[config.mk]
export PLATFORM = sky130hd
export DESIGN_NAME = camera_stream_tx
export DESIGN_NICKNAME = d
export VERILOG_FILES = /design/src/rtl/camera_stream_tx.sv
export SDC_FILE = /design/constraint.sdc
export NUM_CORES = 1
export LEC_CHECK = 0
export CAP_MARGIN = 20
export CELL_PAD_IN_SITES_DETAIL_PLACEMENT = 0
export CELL_PAD_IN_SITES_GLOBAL_PLACEMENT = 1
export CORE_UTILIZATION = 37
export DETAILED_ROUTE_END_ITERATION = 7
export PLACE_DENSITY = 0.78
export SYNTH_ARGS = -nofsm -noshare
export SYNTH_HDL_FRONTEND = slang
export SYNTH_SLANG_ARGS = --single-unit
[constraint.sdc]
create_clock -name pixel_clock_in -period 2 [get_ports pixel_clock_in]
set_input_delay 0.3 -clock pixel_clock_in [delete_from_list [all_inputs] [get_ports pixel_clock_in]]
set_output_delay 0.3 -clock pixel_clock_in [all_outputs]
set_load 0.02 [all_outputs]
[src/rtl/camera_stream_tx.sv]
// camera_stream_tx
// Stand-in camera sensor for the 8-bit VSYNC/HREF parallel pixel bus.
// The block pulls 16-bit pixels from an upstream valid/ready source and
// sends each one as two bytes, high byte first. Frame blanking and line
// blanking are set by parameters. Timing never stalls: if the source is
// not valid when a pixel is requested, zero is sent and underrun_out
// pulses on the next cycle.
module camera_stream_tx #(
  parameter int WIDTH         = 320,
  parameter int HEIGHT        = 240,
  parameter int VSYNC_CYCLES  = 1568,
  parameter int VBACK_CYCLES  = 100,
  parameter int HBLANK_CYCLES = 144,
  parameter int VFRONT_CYCLES = 100
) (
  input  logic        pixel_clock_in,
  input  logic        rst_in,
  input  logic        enable_in,
  input  logic [15:0] pixel_data_in,
  input  logic        pixel_valid_in,
  output logic        pixel_ready_out,
  output logic [9:0]  frame_x_out,
  output logic [8:0]  frame_y_out,
  output logic        vsync_out,
  output logic        href_out,
  output logic [7:0]  byte_out,
  output logic        frame_start_out,
  output logic        underrun_out
);

  // Terminal values for the counters, computed at the counter widths.
  localparam logic [15:0] VS_LAST = 16'(VSYNC_CYCLES - 1);
  localparam logic [15:0] VB_LAST = 16'(VBACK_CYCLES - 1);
  localparam logic [15:0] HB_LAST = 16'(HBLANK_CYCLES - 1);
  localparam logic [15:0] VF_LAST = 16'(VFRONT_CYCLES - 1);
  localparam logic [9:0]  X_LAST  = 10'(WIDTH - 1);
  localparam logic [8:0]  Y_LAST  = 9'(HEIGHT - 1);

  typedef enum logic [2:0] {
    ST_IDLE   = 3'd0,
    ST_VSYNC  = 3'd1,
    ST_VBACK  = 3'd2,
    ST_LINE   = 3'd3,
    ST_HBLANK = 3'd4,
    ST_VFRONT = 3'd5
  } state_t;

  state_t      state_r;
  logic [15:0] cnt_r;       // cycles spent in the current blanking/sync state
  logic [9:0]  x_r;         // pixel currently on the pins
  logic [8:0]  y_r;         // line currently on the pins
  logic        phase_r;     // 0 = high-byte cycle, 1 = low-byte cycle
  logic [7:0]  low_byte_r;  // low byte of the pixel being sent
  logic        vsync_r;
  logic        href_r;
  logic        frame_start_r;
  logic [7:0]  byte_r;
  logic        underrun_r;

  logic        ready_s;
  logic [9:0]  req_x_s;
  logic [8:0]  req_y_s;

  assign pixel_ready_out = ready_s;
  assign frame_x_out     = req_x_s;
  assign frame_y_out     = req_y_s;
  assign vsync_out       = vsync_r;
  assign href_out        = href_r;
  assign byte_out        = byte_r;
  assign frame_start_out = frame_start_r;
  assign underrun_out    = underrun_r;

  // Request a pixel one cycle before its high byte appears on the pins and report its coordinates.
  always_comb begin
    ready_s = 1'b0;
    req_x_s = 10'd0;
    req_y_s = y_r;
    case (state_r)
      ST_VBACK: begin
        req_x_s = 10'd0;
        req_y_s = 9'd0;
        if (cnt_r == VB_LAST) begin
          ready_s = 1'b1;
        end else begin
          ready_s = 1'b0;
        end
      end
      ST_LINE: begin
        req_x_s = x_r + 10'd1;
        req_y_s = y_r;
        if (phase_r && (x_r != X_LAST)) begin
          ready_s = 1'b1;
        end else begin
          ready_s = 1'b0;
        end
      end
      ST_HBLANK: begin
        req_x_s = 10'd0;
        req_y_s = y_r + 9'd1;
        if ((cnt_r == HB_LAST) && (y_r != Y_LAST)) begin
          ready_s = 1'b1;
        end else begin
          ready_s = 1'b0;
        end
      end
      default: begin
        ready_s = 1'b0;
        req_x_s = 10'd0;
        req_y_s = y_r;
      end
    endcase
  end

  // Frame timing state machine: sequences sync, blanking and line states and drives sync outputs.
  always_ff @(posedge pixel_clock_in) begin
    if (rst_in) begin
      state_r       <= ST_IDLE;
      cnt_r         <= 16'd0;
      x_r           <= 10'd0;
      y_r           <= 9'd0;
      phase_r       <= 1'b0;
      vsync_r       <= 1'b0;
      href_r        <= 1'b0;
      frame_start_r <= 1'b0;
    end else begin
      frame_start_r <= 1'b0;
      case (state_r)
        ST_IDLE: begin
          if (enable_in) begin
            state_r       <= ST_VSYNC;
            cnt_r         <= 16'd0;
            vsync_r       <= 1'b1;
            frame_start_r <= 1'b1;
          end else begin
            cnt_r <= 16'd0;
          end
        end
        ST_VSYNC: begin
          if (cnt_r == VS_LAST) begin
            state_r <= ST_VBACK;
            cnt_r   <= 16'd0;
            vsync_r <= 1'b0;
          end else begin
            cnt_r <= cnt_r + 16'd1;
          end
        end
        ST_VBACK: begin
          if (cnt_r == VB_LAST) begin
            state_r <= ST_LINE;
            cnt_r   <= 16'd0;
            x_r     <= 10'd0;
            y_r     <= 9'd0;
            phase_r <= 1'b0;
            href_r  <= 1'b1;
          end else begin
            cnt_r <= cnt_r + 16'd1;
          end
        end
        ST_LINE: begin
          if (!phase_r) begin
            phase_r <= 1'b1;
          end else if (x_r == X_LAST) begin
            // Last low byte of the line: drop href and enter line blanking.
            state_r <= ST_HBLANK;
            cnt_r   <= 16'd0;
            x_r     <= 10'd0;
            phase_r <= 1'b0;
            href_r  <= 1'b0;
          end else begin
            x_r     <= x_r + 10'd1;
            phase_r <= 1'b0;
          end
        end
        ST_HBLANK: begin
          if (cnt_r != HB_LAST) begin
            cnt_r <= cnt_r + 16'd1;
          end else if (y_r == Y_LAST) begin
            state_r <= ST_VFRONT;
            cnt_r   <= 16'd0;
            y_r     <= 9'd0;
          end else begin
            state_r <= ST_LINE;
            cnt_r   <= 16'd0;
            y_r     <= y_r + 9'd1;
            x_r     <= 10'd0;
            phase_r <= 1'b0;
            href_r  <= 1'b1;
          end
        end
        ST_VFRONT: begin
          if (cnt_r != VF_LAST) begin
            cnt_r <= cnt_r + 16'd1;
          end else if (enable_in) begin
            state_r       <= ST_VSYNC;
            cnt_r         <= 16'd0;
            vsync_r       <= 1'b1;
            frame_start_r <= 1'b1;
          end else begin
            state_r <= ST_IDLE;
            cnt_r   <= 16'd0;
          end
        end
        default: begin
          state_r <= ST_IDLE;
          cnt_r   <= 16'd0;
          x_r     <= 10'd0;
          y_r     <= 9'd0;
          phase_r <= 1'b0;
          vsync_r <= 1'b0;
          href_r  <= 1'b0;
        end
      endcase
    end
  end

  // Byte path: capture the requested pixel (or zero on underrun), then present high and low bytes.
  always_ff @(posedge pixel_clock_in) begin
    if (rst_in) begin
      byte_r     <= 8'd0;
      low_byte_r <= 8'd0;
      underrun_r <= 1'b0;
    end else if (ready_s) begin
      if (pixel_valid_in) begin
        byte_r     <= pixel_data_in[15:8];
        low_byte_r <= pixel_data_in[7:0];
        underrun_r <= 1'b0;
      end else begin
        byte_r     <= 8'd0;
        low_byte_r <= 8'd0;
        underrun_r <= 1'b1;
      end
    end else begin
      underrun_r <= 1'b0;
      if ((state_r == ST_LINE) && !phase_r) begin
        byte_r <= low_byte_r;
      end else begin
        byte_r <= byte_r;
      end
    end
  end

endmodule

==> flow_metrics.tcl, run 1 <==
set metrics [dict create \
    run_status "complete, but fails checks" \
    violations_in_the_final_reports "setup timing" \
    fin_nets 643 \
    synth_top_flop_cell "sky130_fd_sc_hd__dfxtp_1" \
    cts-htree-levels 3 \
    sequentialPowerShare_pct 30.0 \
    wire_per_inst_microns 16.4 \
    required_ns 1.70 \
    worst_path_largest_cell_delay_ns 0.53 \
    synth_edf_count 0 \
    synthToLayoutAreaGrowth_pct 66.6 \
    synth.largest_area_cell "sky130_fd_sc_hd__dfxtp_1" \
    peakVddDrop_mv 0.378 \
    synthArstFlopShare_pct 0 \
    tritoncts_clock_tree "built" \
    clock_path_buffers 2 \
    postSynthNetCount 470 \
    finish.instance_area_sq_um 6080 \
    finalWirelength_microns 12400 \
    hold_path_end "low_byte_r[2]" \
    clock.fmax_mhz 479 \
    floorplan.initialDensity_pct 38.8 \
    p_per_area_nw_per_um2 725 \
    number_of_stages_on_the_worst_hold_path 2 \
    cts.reportedPaths.clkPinSlew_ns 0.08 \
    finalHoldViolations 0 \
    globalplace.congestion 0.891 \
    number_of_remaining_drc_errors 0 \
    critical_path.slowest_cell "sky130_fd_sc_hd__or4_4" \
    cts_buffers 9 \
    ys_top_cells_by_count "sky130_fd_sc_hd__dfxtp_1, sky130_fd_sc_hd__a21oi_1, sky130_fd_sc_hd__nand2_1" \
    place_hpwl_microns 8500 \
    drv_slew 0 \
    worstPathMaxFanout 3 \
    timing.final.crit_period_ns 2.09 \
    clkSinkCount 59 \
    cp_cell_sequence "ha_4 -> nand3_4 -> or4_4 -> a21oi_4 -> buf_6" \
    synthesis.area_sq_um 3650 \
    synthCells 447 \
    place_worst_setup_slack_ns -0.236 \
    via_count_of_the_first_global_routing_pass 4168 \
    worst_r2r_startpoint "cnt_r[1]" \
    net-switching-power_w 0.00152 \
    synthesis_warning_total 0 \
    floorplan.rows 35 \
    p_leak_nw 2.20 \
    grt-ovfl-total 0 \
    worstSetupEndpointType "output port" \
    detailed_route_via_count 4223 \
    antenna_found_initial 0 \
    grt_max_degree 31 \
    synth_area_per_cell_sq_um 8.16 \
    design_power_total_w 0.00441 \
    worst_skew_pair.late_latency_ns 0.35 \
    detailedRoute.firstIterationViolations 279 \
    drt.antenna.violating_nets 0 \
    final.setup.tns_ns -0.210 \
    rr_worst_depth 9 \
    wp_data_arrival_ns 1.79 \
    synth-seq-area-share_pct 32.4 \
    ioPinCount 52 \
    post_drt_via_cell_ratio 5.60 \
    most_frequent_cell_after_synthesis "sky130_fd_sc_hd__dfxtp_1" \
    gr-usage-all-layers_pct 24.6 \
    fp.coreArea_sq_um 9420 \
    die_w_microns 101 \
    critPathLaunchType "register" \
    comb_power_share_pct 38.7 \
    timing.reg2reg.setup_slack_ns 0 \
    grt_first_pass_wirelength_microns 19900 \
    detailed_place.area_sq_um 5200 \
    min_delay_startpoint "low_byte_r[2]" \
    critical_path_depth 5 \
    cap_viol_max_count 0 \
    path_class "register to output port" \
    root_buffer_cell "sky130_fd_sc_hd__clkbuf_8" \
    p_sw_share_pct 34.5 \
    worst_pin_slew_ns 0.600 \
    ys_seq_elements 59 \
    fin_skew_ns 0.0117 \
    cp_top_family "simple AND/OR/NAND/NOR gates" \
    final.setup.worst_slack_ns -0.0858 \
    timing.max_slew.rel_slack_pct 59.9 \
    drive_above_1_share_pct 44.6 \
    critical_path.n_buffers_inverters 1 \
    fin_hold_ws_ns 0.473 \
    finalCritPeriodShare_pct 104 \
    final-setup-viol-count 6 \
    dr_pass1_iterations 4 \
    portBuffers 51 \
    die_height_microns 101 \
    post-synth-top-area-fraction_pct 32.4 \
    post_synth_main_area_contributors "sky130_fd_sc_hd__dfxtp_1, sky130_fd_sc_hd__a21oi_1, sky130_fd_sc_hd__nand3_1" \
    path_type_of_the_worst_min_delay_path "register to register" \
    clkPwrFrac_pct 31.3 \
    die_area_sq_um 10300 \
    number_of_unique_standard_cell_types_used_by_synthesis 72 \
    antenna_cells 0 \
    filler_cell_count 784 \
    intPower_w 0.00289 \
    worst_r2r_endpoint "cnt_r[0]" \
    grt_setup_unrepaired "yes" \
]
[power by group through the flow]
stage               Clock (W)  Sequential (W)  Combinational [W]
finish                0.00138         0.00132            0.00170
global route          0.00146         0.00133            0.00181
CTS                   0.00140         0.00132            0.00156
detailed placement          0         0.00132            0.00135
global placement            0         0.00132            0.00133
floorplan                   0         0.00133           0.000689
[repair_timing]
item | in CTS | in global routing
cloned | 1 | 1
gates resized for setup | 140 | 101
hold buffers | 0 | 0
buffers inserted | 11 | 5
endpoints found under the setup margin | 41 | 61
pin swaps | 16 | 38
[per-stage QoR]
step / instances / util, %
6_report: 754 / 64.6
5_1_grt: 754 / 64.6
4_1_cts: 751 / 60.6
3_5_place_dp: 723 / 55.3
3_3_place_gp: 723 / 55.3
2_1_floorplan: 447 / -
[registers in the layout, indices dropped and copies added, names as in the netlist]
register	cells
y_r	9
cnt_r	16
phase_r	1
href_out	1
low_byte_r	8
x_r	10
underrun_out	1
byte_out	8
state_r	3
vsync_out	1
frame_start_out	1
[layout by cell type (no fill, tap or decap), types with 6 or more instances in the layout]
| cell type | instances |
|---|---|
| sky130_fd_sc_hd__a211oi_1 | 6 |
| sky130_fd_sc_hd__a21oi_1 | 28 |
| sky130_fd_sc_hd__a21oi_2 | 9 |
| sky130_fd_sc_hd__a41o_1 | 7 |
| sky130_fd_sc_hd__and2_1 | 8 |
| sky130_fd_sc_hd__buf_12 | 6 |
| sky130_fd_sc_hd__buf_2 | 6 |
| sky130_fd_sc_hd__buf_4 | 126 |
| sky130_fd_sc_hd__buf_6 | 21 |
| sky130_fd_sc_hd__clkbuf_8 | 9 |
| sky130_fd_sc_hd__clkdlybuf4s50_1 | 31 |
| sky130_fd_sc_hd__dfxtp_1 | 44 |
| sky130_fd_sc_hd__dfxtp_2 | 10 |
| sky130_fd_sc_hd__inv_1 | 12 |
| sky130_fd_sc_hd__mux2i_1 | 9 |
| sky130_fd_sc_hd__nand2_1 | 34 |
| sky130_fd_sc_hd__nand3_1 | 25 |
| sky130_fd_sc_hd__nand4_1 | 6 |
| sky130_fd_sc_hd__nor2_1 | 15 |
| sky130_fd_sc_hd__nor2_4 | 11 |
| sky130_fd_sc_hd__nor3_1 | 6 |
| sky130_fd_sc_hd__o211ai_1 | 11 |
| sky130_fd_sc_hd__o21ai_0 | 14 |
| sky130_fd_sc_hd__o21ai_1 | 13 |
| sky130_fd_sc_hd__o31ai_1 | 10 |
| sky130_fd_sc_hd__xnor2_1 | 6 |
| sky130_fd_sc_hd__xor2_1 | 7 |
[how the worst max path moves through the flow]
stage,end,slack (ns),from
after floorplan,frame_y_out[2],0.0008,state_r[2]
after global placement,frame_x_out[8],-0.21,x_r[0]
after detailed placement,frame_x_out[8],-0.24,x_r[0]
after CTS,frame_y_out[8],-0.1,y_r[0]
after global routing,frame_x_out[8],-0.14,x_r[1]
final,frame_x_out[8],-0.09,x_r[0]
[area by class of cell]
class	count	area, sq um	share of cell area [%]
Multi-Input combinational cell	345	2720	44.8
Timing Repair Buffer	193	1690	27.8
Inverter	12	45.0	0.741
Clock buffer	9	124	2.04
Tap cell	129	161	2.65
Sequential cell	59	1210	19.9
Clock inverter	7	125	2.06
[per-layer routing]
metal  vias up  track usage, %  routed length (microns)  part of all wire (%)
li1       2052               -                        -                     -
met1      2039            30.3                     5410                    44
met2       108            42.4                     6270                    51
met3        24            4.55                      462                   3.7
met4         0            9.36                      236                   1.9
met5         -               0                        0                     0
[tightest hold or removal path: cells and delay by family (launching register included)]
kind             cells  cell delay [ns]
flip-flops           1             0.32
AND/OR/NAND/NOR      1             0.06
AO/OA/AOI/OAI        1             0.05
[kinds of logic (layout without fill, tap and decap cells)]
| group | count (synthesis) | count (layout) | share of synthesized area, % |
|---|---|---|---|
| and+or+nand+nor | 173 | 173 | 27.7 |
| adders and majority gates | 3 | 3 | 1.03 |
| muxes | 12 | 12 | 3.33 |
| DFF | 59 | 59 | 32.4 |
| xor gates and xnor gates | 13 | 13 | 3.12 |
| AOI/OAI and AO/OA | 144 | 144 | 27.2 |
| buffers and inverters | 43 | 221 | 5.21 |
Power figures use the tool's default switching activity.
==> run 2, diff against run 1 <==
--- a/config.mk
+++ b/config.mk
@@ -10,7 +10,7 @@
 export CELL_PAD_IN_SITES_GLOBAL_PLACEMENT = 1
 export CORE_UTILIZATION = 37
 export DETAILED_ROUTE_END_ITERATION = 7
-export PLACE_DENSITY = 0.78
+export PLACE_DENSITY_LB_ADDON = 0.15
 export SYNTH_ARGS = -nofsm -noshare
 export SYNTH_HDL_FRONTEND = slang
 export SYNTH_SLANG_ARGS = --single-unit
==> flow_metrics.tcl, run 2 (synthesized netlist as in run 1, its figures left out) <==
set metrics [dict create \
    die_w_microns 101 \
    root_buffer_cell "sky130_fd_sc_hd__clkbuf_8" \
    via_count_of_the_first_global_routing_pass 3871 \
    grt_setup_unrepaired "yes" \
    final-setup-viol-count 11 \
    clkSinkCount 59 \
    globalplace.congestion 0.900 \
    largest_register_ff_count 16 \
    ioPinCount 52 \
    synthToLayoutAreaGrowth_pct 63.6 \
    fin_skew_ns 0.00959 \
    regMostFlops "cnt_r" \
    critPathLaunchType "register" \
    grt-ovfl-total 0 \
    clock_path_buffers 2 \
    place_worst_setup_slack_ns -0.258 \
    worst_pin_slew_ns 0.612 \
    finish.utilization_pct 63.4 \
    finalHoldViolations 0 \
    gr-usage-all-layers_pct 23.6 \
    grt_max_degree 29 \
    cts-htree-levels 3 \
    required_ns 1.70 \
    fp.coreArea_sq_um 9420 \
    finalCritPeriodShare_pct 106 \
    detailed_route_via_count 4112 \
    final.setup.tns_ns -0.460 \
    timing.final.crit_period_ns 2.11 \
    cts.reportedPaths.clkPinSlew_ns 0.07 \
    antenna_found_initial 0 \
    drt.antenna.violating_nets 0 \
    post_drt_via_cell_ratio 5.49 \
    die_area_sq_um 10300 \
    peakVddDrop_mv 0.326 \
    final.setup.worst_slack_ns -0.114 \
    clock.fmax_mhz 473 \
    cts_buffers 9 \
    wire_per_inst_microns 16.1 \
    cap_viol_max_count 0 \
    path_type_of_the_worst_min_delay_path "register to register" \
    p_leak_nw 2.17 \
    drive_above_1_share_pct 42.3 \
    worstPathMaxFanout 8 \
    timing.max_slew.rel_slack_pct 59.1 \
    commonest_non_fill_non_tap_cell_in_the_layout "sky130_fd_sc_hd__buf_4" \
    drv_slew 0 \
    worst_skew_pair.late_latency_ns 0.35 \
    violations_in_the_final_reports "setup timing" \
    p_per_area_nw_per_um2 681 \
    layout.cells.most_common_list "sky130_fd_sc_hd__buf_4, sky130_fd_sc_hd__dfxtp_1, sky130_fd_sc_hd__nand2_1, sky130_fd_sc_hd__a21oi_1, sky130_fd_sc_hd__clkdlybuf4s50_1" \
    detailedRoute.firstIterationViolations 129 \
    path_class "register to output port" \
    design_power_total_w 0.00406 \
    worstSetupEndpointType "output port" \
    floorplan.initialDensity_pct 38.8 \
    register_area_sq_um 1220 \
    place_hpwl_microns 8220 \
    grt_first_pass_wirelength_microns 19000 \
    portBuffers 51 \
    multiInputGateArea_sq_um 2710 \
    filler_cell_count 804 \
    tritoncts_clock_tree "built" \
    fin_nets 638 \
    run_status "complete, but fails checks" \
    die_height_microns 101 \
    number_of_remaining_drc_errors 0 \
    antenna_cells 0 \
    wp_data_arrival_ns 1.81 \
    finalWirelength_microns 12100 \
    dr_pass1_iterations 4 \
    largest_registers "cnt_r x16, x_r x10, y_r x9" \
    floorplan.rows 35 \
]
## run 2: changes by cell type in the layout (fill, tap and decap cells not counted), sizes merged
cell,previous run,this run
clkinv,3,2
clkinvlp,0,2
clkbuf,10,14
buf,159,149
dlygate4sd2,0,1
bufinv,3,1
clkdlybuf4s15,2,3
## run 2: cell type report
cell class	count	area share, %
well taps	129	2.70
flip-flops and latches	59	20.4
multi-input cells	345	45.3
repair buffers	188	27.5
inverters	12	0.754
clock inverters	6	1.07
clock buffers	10	2.31
## run 2: what timing repair did
item / in CTS / in global routing
pin swaps: 6 / 31
endpoints found under the setup margin: 37 / 53
gates cloned: 0 / 2
hold buffers: 0 / 0
resized for setup: 108 / 96
setup buffers: 3 / 17
## run 2: metal layers
layer	part of all wire, %	wire, microns	global-route usage [%]	vias up
met2	49	5930	39.1	66
li1	-	-	-	2048
met3	2.9	355	4.42	17
met5	0	0	0	-
met4	1.4	170	7.58	0
met1	46	5610	30.8	1981
## run 2: worst max-delay path, stage by stage, from the launching register on
cell	delay, ns
sky130_fd_sc_hd__dfxtp_4	0.37
sky130_fd_sc_hd__nor3b_4	0.17
sky130_fd_sc_hd__buf_4	0.14
sky130_fd_sc_hd__nor2_4	0.23
sky130_fd_sc_hd__buf_12	0.14
sky130_fd_sc_hd__a21oi_2	0.03
sky130_fd_sc_hd__o22ai_1	0.18
sky130_fd_sc_hd__buf_2	0.20
## run 2: path summary, 6_finish.rpt
check	to	from	cells past startpoint	slack, ns
setup / recovery	frame_y_out[7]	state_r[2]	7	-0.11
hold / removal	low_byte_r[5]	low_byte_r[5]	2	0.47
setup reg to reg	low_byte_r[6]	x_r[7]	7	0
hold reg to reg	low_byte_r[5]	low_byte_r[5]	2	0.47
## run 2: power by group
part	total [W]	switching, W	internal, W
Sequential	0.00134	0.0000915	0.00125
Clock	0.00114	0.000534	0.000609
Combinational	0.00158	0.000834	0.000747
Total	0.00406	0.00146	0.00260
## run 2: through the flow
stage	hold WS, ns	cell area [sq um]	std cells
final	0.469	5970	749
after global routing	0.502	5970	749
after CTS	0.468	5450	732
after detailed placement	0.457	5120	713
after global placement	0.453	5120	713
after floorplan	0.443	3660	447
==> run 3, diff against run 2 <==
--- a/config.mk
+++ b/config.mk
@@ -8,9 +8,11 @@
 export CAP_MARGIN = 20
 export CELL_PAD_IN_SITES_DETAIL_PLACEMENT = 0
 export CELL_PAD_IN_SITES_GLOBAL_PLACEMENT = 1
-export CORE_UTILIZATION = 37
+export CORE_UTILIZATION = 38
+export CTS_BUF_LIST = sky130_fd_sc_hd__clkbuf_4 sky130_fd_sc_hd__clkbuf_8
 export DETAILED_ROUTE_END_ITERATION = 7
 export PLACE_DENSITY_LB_ADDON = 0.15
+export SLEW_MARGIN = 5
 export SYNTH_ARGS = -nofsm -noshare
 export SYNTH_HDL_FRONTEND = slang
 export SYNTH_SLANG_ARGS = --single-unit
==> flow_metrics.tcl, run 3 (synthesized netlist as in run 1, its figures left out) <==
set metrics [dict create \
    run_status "complete, but fails checks" \
    violations_in_the_final_reports "setup timing" \
    tritoncts_clock_tree "built" \
    root_buffer_cell "sky130_fd_sc_hd__clkbuf_8" \
    timing.critical_path.to "pixel_ready_out" \
    worstSetupStartpoint "x_r[8]" \
    die_height_microns 100 \
    p_per_area_nw_per_um2 702 \
    clkSinkCount 59 \
    drv_slew 0 \
    drive_above_1_share_pct 42.0 \
    fin_hold_ws_ns 0.469 \
    design_power_total_w 0.00413 \
    floorplan.rows 35 \
    detailedRoute.firstIterationViolations 222 \
    ioPinCount 52 \
    timing.max_slew.rel_slack_pct 59.5 \
    clock.fmax_mhz 470 \
    cts-htree-levels 3 \
    filler_cell_count 813 \
    place_hpwl_microns 8160 \
    cts.reportedPaths.clkPinSlew_ns 0.08 \
    place_worst_setup_slack_ns -0.225 \
    critical_path.slowest_cell "sky130_fd_sc_hd__o41a_1" \
    wire_per_inst_microns 16.1 \
    clock_path_buffers 2 \
    path_type_of_the_worst_min_delay_path "register to register" \
    worst_path_largest_cell_delay_ns 0.44 \
    final.setup.worst_slack_ns -0.128 \
    required_ns 1.70 \
    grt_first_pass_wirelength_microns 19300 \
    gr-usage-all-layers_pct 24.1 \
    fin_nets 640 \
    critPathLaunchType "register" \
    finalCritPeriodShare_pct 106 \
    die_area_sq_um 10000 \
    final-setup-viol-count 4 \
    rr_worst_depth 8 \
    grt_max_degree 23 \
    portBuffers 51 \
    timing.reg2reg.setup_slack_ns 0.02 \
    finalWirelength_microns 12100 \
    antenna_found_initial 0 \
    detailed_route_via_count 4175 \
    cap_viol_max_count 0 \
    fp.coreArea_sq_um 9280 \
    grt_setup_unrepaired "yes" \
    fin_skew_ns 0.0142 \
    globalplace.congestion 0.833 \
    synthToLayoutAreaGrowth_pct 61.3 \
    floorplan.initialDensity_pct 39.3 \
    regMostFlops "cnt_r" \
    worst_r2r_endpoint "state_r[1]" \
    path_class "register to output port" \
    cp_cell_sequence "or3b_4 -> o41a_1 -> nand2_2 -> nand2_4 -> buf_6" \
    worstSetupEndpointType "output port" \
    peakVddDrop_mv 0.315 \
    worst_pin_slew_ns 0.605 \
    p_leak_nw 2.17 \
    worstPathMaxFanout 2 \
    die_w_microns 100 \
    cts_buffers 9 \
    finalHoldViolations 0 \
    number_of_remaining_drc_errors 0 \
    post_drt_via_cell_ratio 5.56 \
    largest_register_ff_count 16 \
    wp_data_arrival_ns 1.83 \
    via_count_of_the_first_global_routing_pass 3973 \
    commonest_non_fill_non_tap_cell_in_the_layout "sky130_fd_sc_hd__buf_4" \
    grt-ovfl-total 0 \
    dr_pass1_iterations 4 \
    layout.cells.most_common_list "sky130_fd_sc_hd__buf_4, sky130_fd_sc_hd__dfxtp_1, sky130_fd_sc_hd__a21oi_1, sky130_fd_sc_hd__nand2_1, sky130_fd_sc_hd__clkdlybuf4s50_1" \
    largest_registers "cnt_r x16, x_r x10, y_r x9" \
    worst_skew_pair.late_latency_ns 0.35 \
    timing.final.crit_period_ns 2.13 \
    worst_r2r_startpoint "state_r[0]" \
    drt.antenna.violating_nets 0 \
    antenna_cells 0 \
]
==> run 3: cell count changes in the layout (fill, tap and decap cells not counted), moves of 3 or more <==
cell                      before  now
sky130_fd_sc_hd__nor4_4        7    1
sky130_fd_sc_hd__buf_6        10   15
sky130_fd_sc_hd__o21ai_1      15   10
sky130_fd_sc_hd__nor2_2        4    0
sky130_fd_sc_hd__o21ai_0      13   17
sky130_fd_sc_hd__nand2_2       2    5
sky130_fd_sc_hd__nor4_1        0    3
sky130_fd_sc_hd__nor4_2        4    7
sky130_fd_sc_hd__o22ai_1       4    1
sky130_fd_sc_hd__o22ai_2       1    4
==> run 3: worst min path at each step <==
stage	start	slack (ns)	cells after the start	end
2_1_floorplan	low_byte_r[0]	0.44	2	low_byte_r[0]
3_3_place_gp	low_byte_r[5]	0.45	2	low_byte_r[5]
3_5_place_dp	low_byte_r[5]	0.46	2	low_byte_r[5]
4_1_cts	low_byte_r[5]	0.47	2	low_byte_r[5]
5_1_grt	low_byte_r[5]	0.49	2	low_byte_r[5]
6_report	low_byte_r[5]	0.47	2	low_byte_r[5]
==> run 3: critical path, delay by kind of cell, from the launching register on <==
family / cells / cell delay (ns)
AND/OR/NAND/NOR: 3 / 0.57
buffers and inverters: 1 / 0.13
AO/OA/AOI/OAI: 1 / 0.44
flip-flops: 1 / 0.35
==> run 3: layout make-up <==
cell class / instances / area, sq um / area share [%]
clock buffers: 10 / 131 / 2.23
clock inverters: 6 / 65.1 / 1.10
inverters: 12 / 45.0 / 0.765
multi-input cells: 345 / 2640 / 44.8
flip-flops and latches: 59 / 1210 / 20.6
well taps: 129 / 161 / 2.74
repair buffers: 190 / 1630 / 27.7
==> run 3: per-layer routing <==
layer	GRT usage [%]	vias up	routed length (microns)	share of wire, %
met5	0	-	0	0
met4	6.69	0	219	1.8
met3	4.87	20	527	4.3
met2	41.0	92	5950	49
met1	31.0	2020	5420	45
li1	-	2043	-	-
==> run 3: stage by stage <==
step	instance area [sq um]	utilization, %	setup TNS, ns	instances
finish	5890	63.4	-0.234	751
detailed placement	5100	55.0	-2.18	713
global route	5890	63.4	-1.24	751
global placement	5100	55.0	-1.88	713
CTS	5470	58.9	-0.256	738
floorplan	3660	-	0	447
==> run 3: repair_timing <==
item                       CTS  global route
gates cloned                 0             1
buffers inserted             9            14
hold buffers                 0             0
pin swaps                   12            23
setup endpoints to repair   33            58
gates resized for setup    125            73
==> run 3: power breakdown <==
group	leakage [nW]	total [W]	internal, W	switching, W
clock	0.100	0.00112	0.000591	0.000532
combinational	1.58	0.00169	0.000802	0.000887
sequential	0.485	0.00132	0.00125	0.0000723
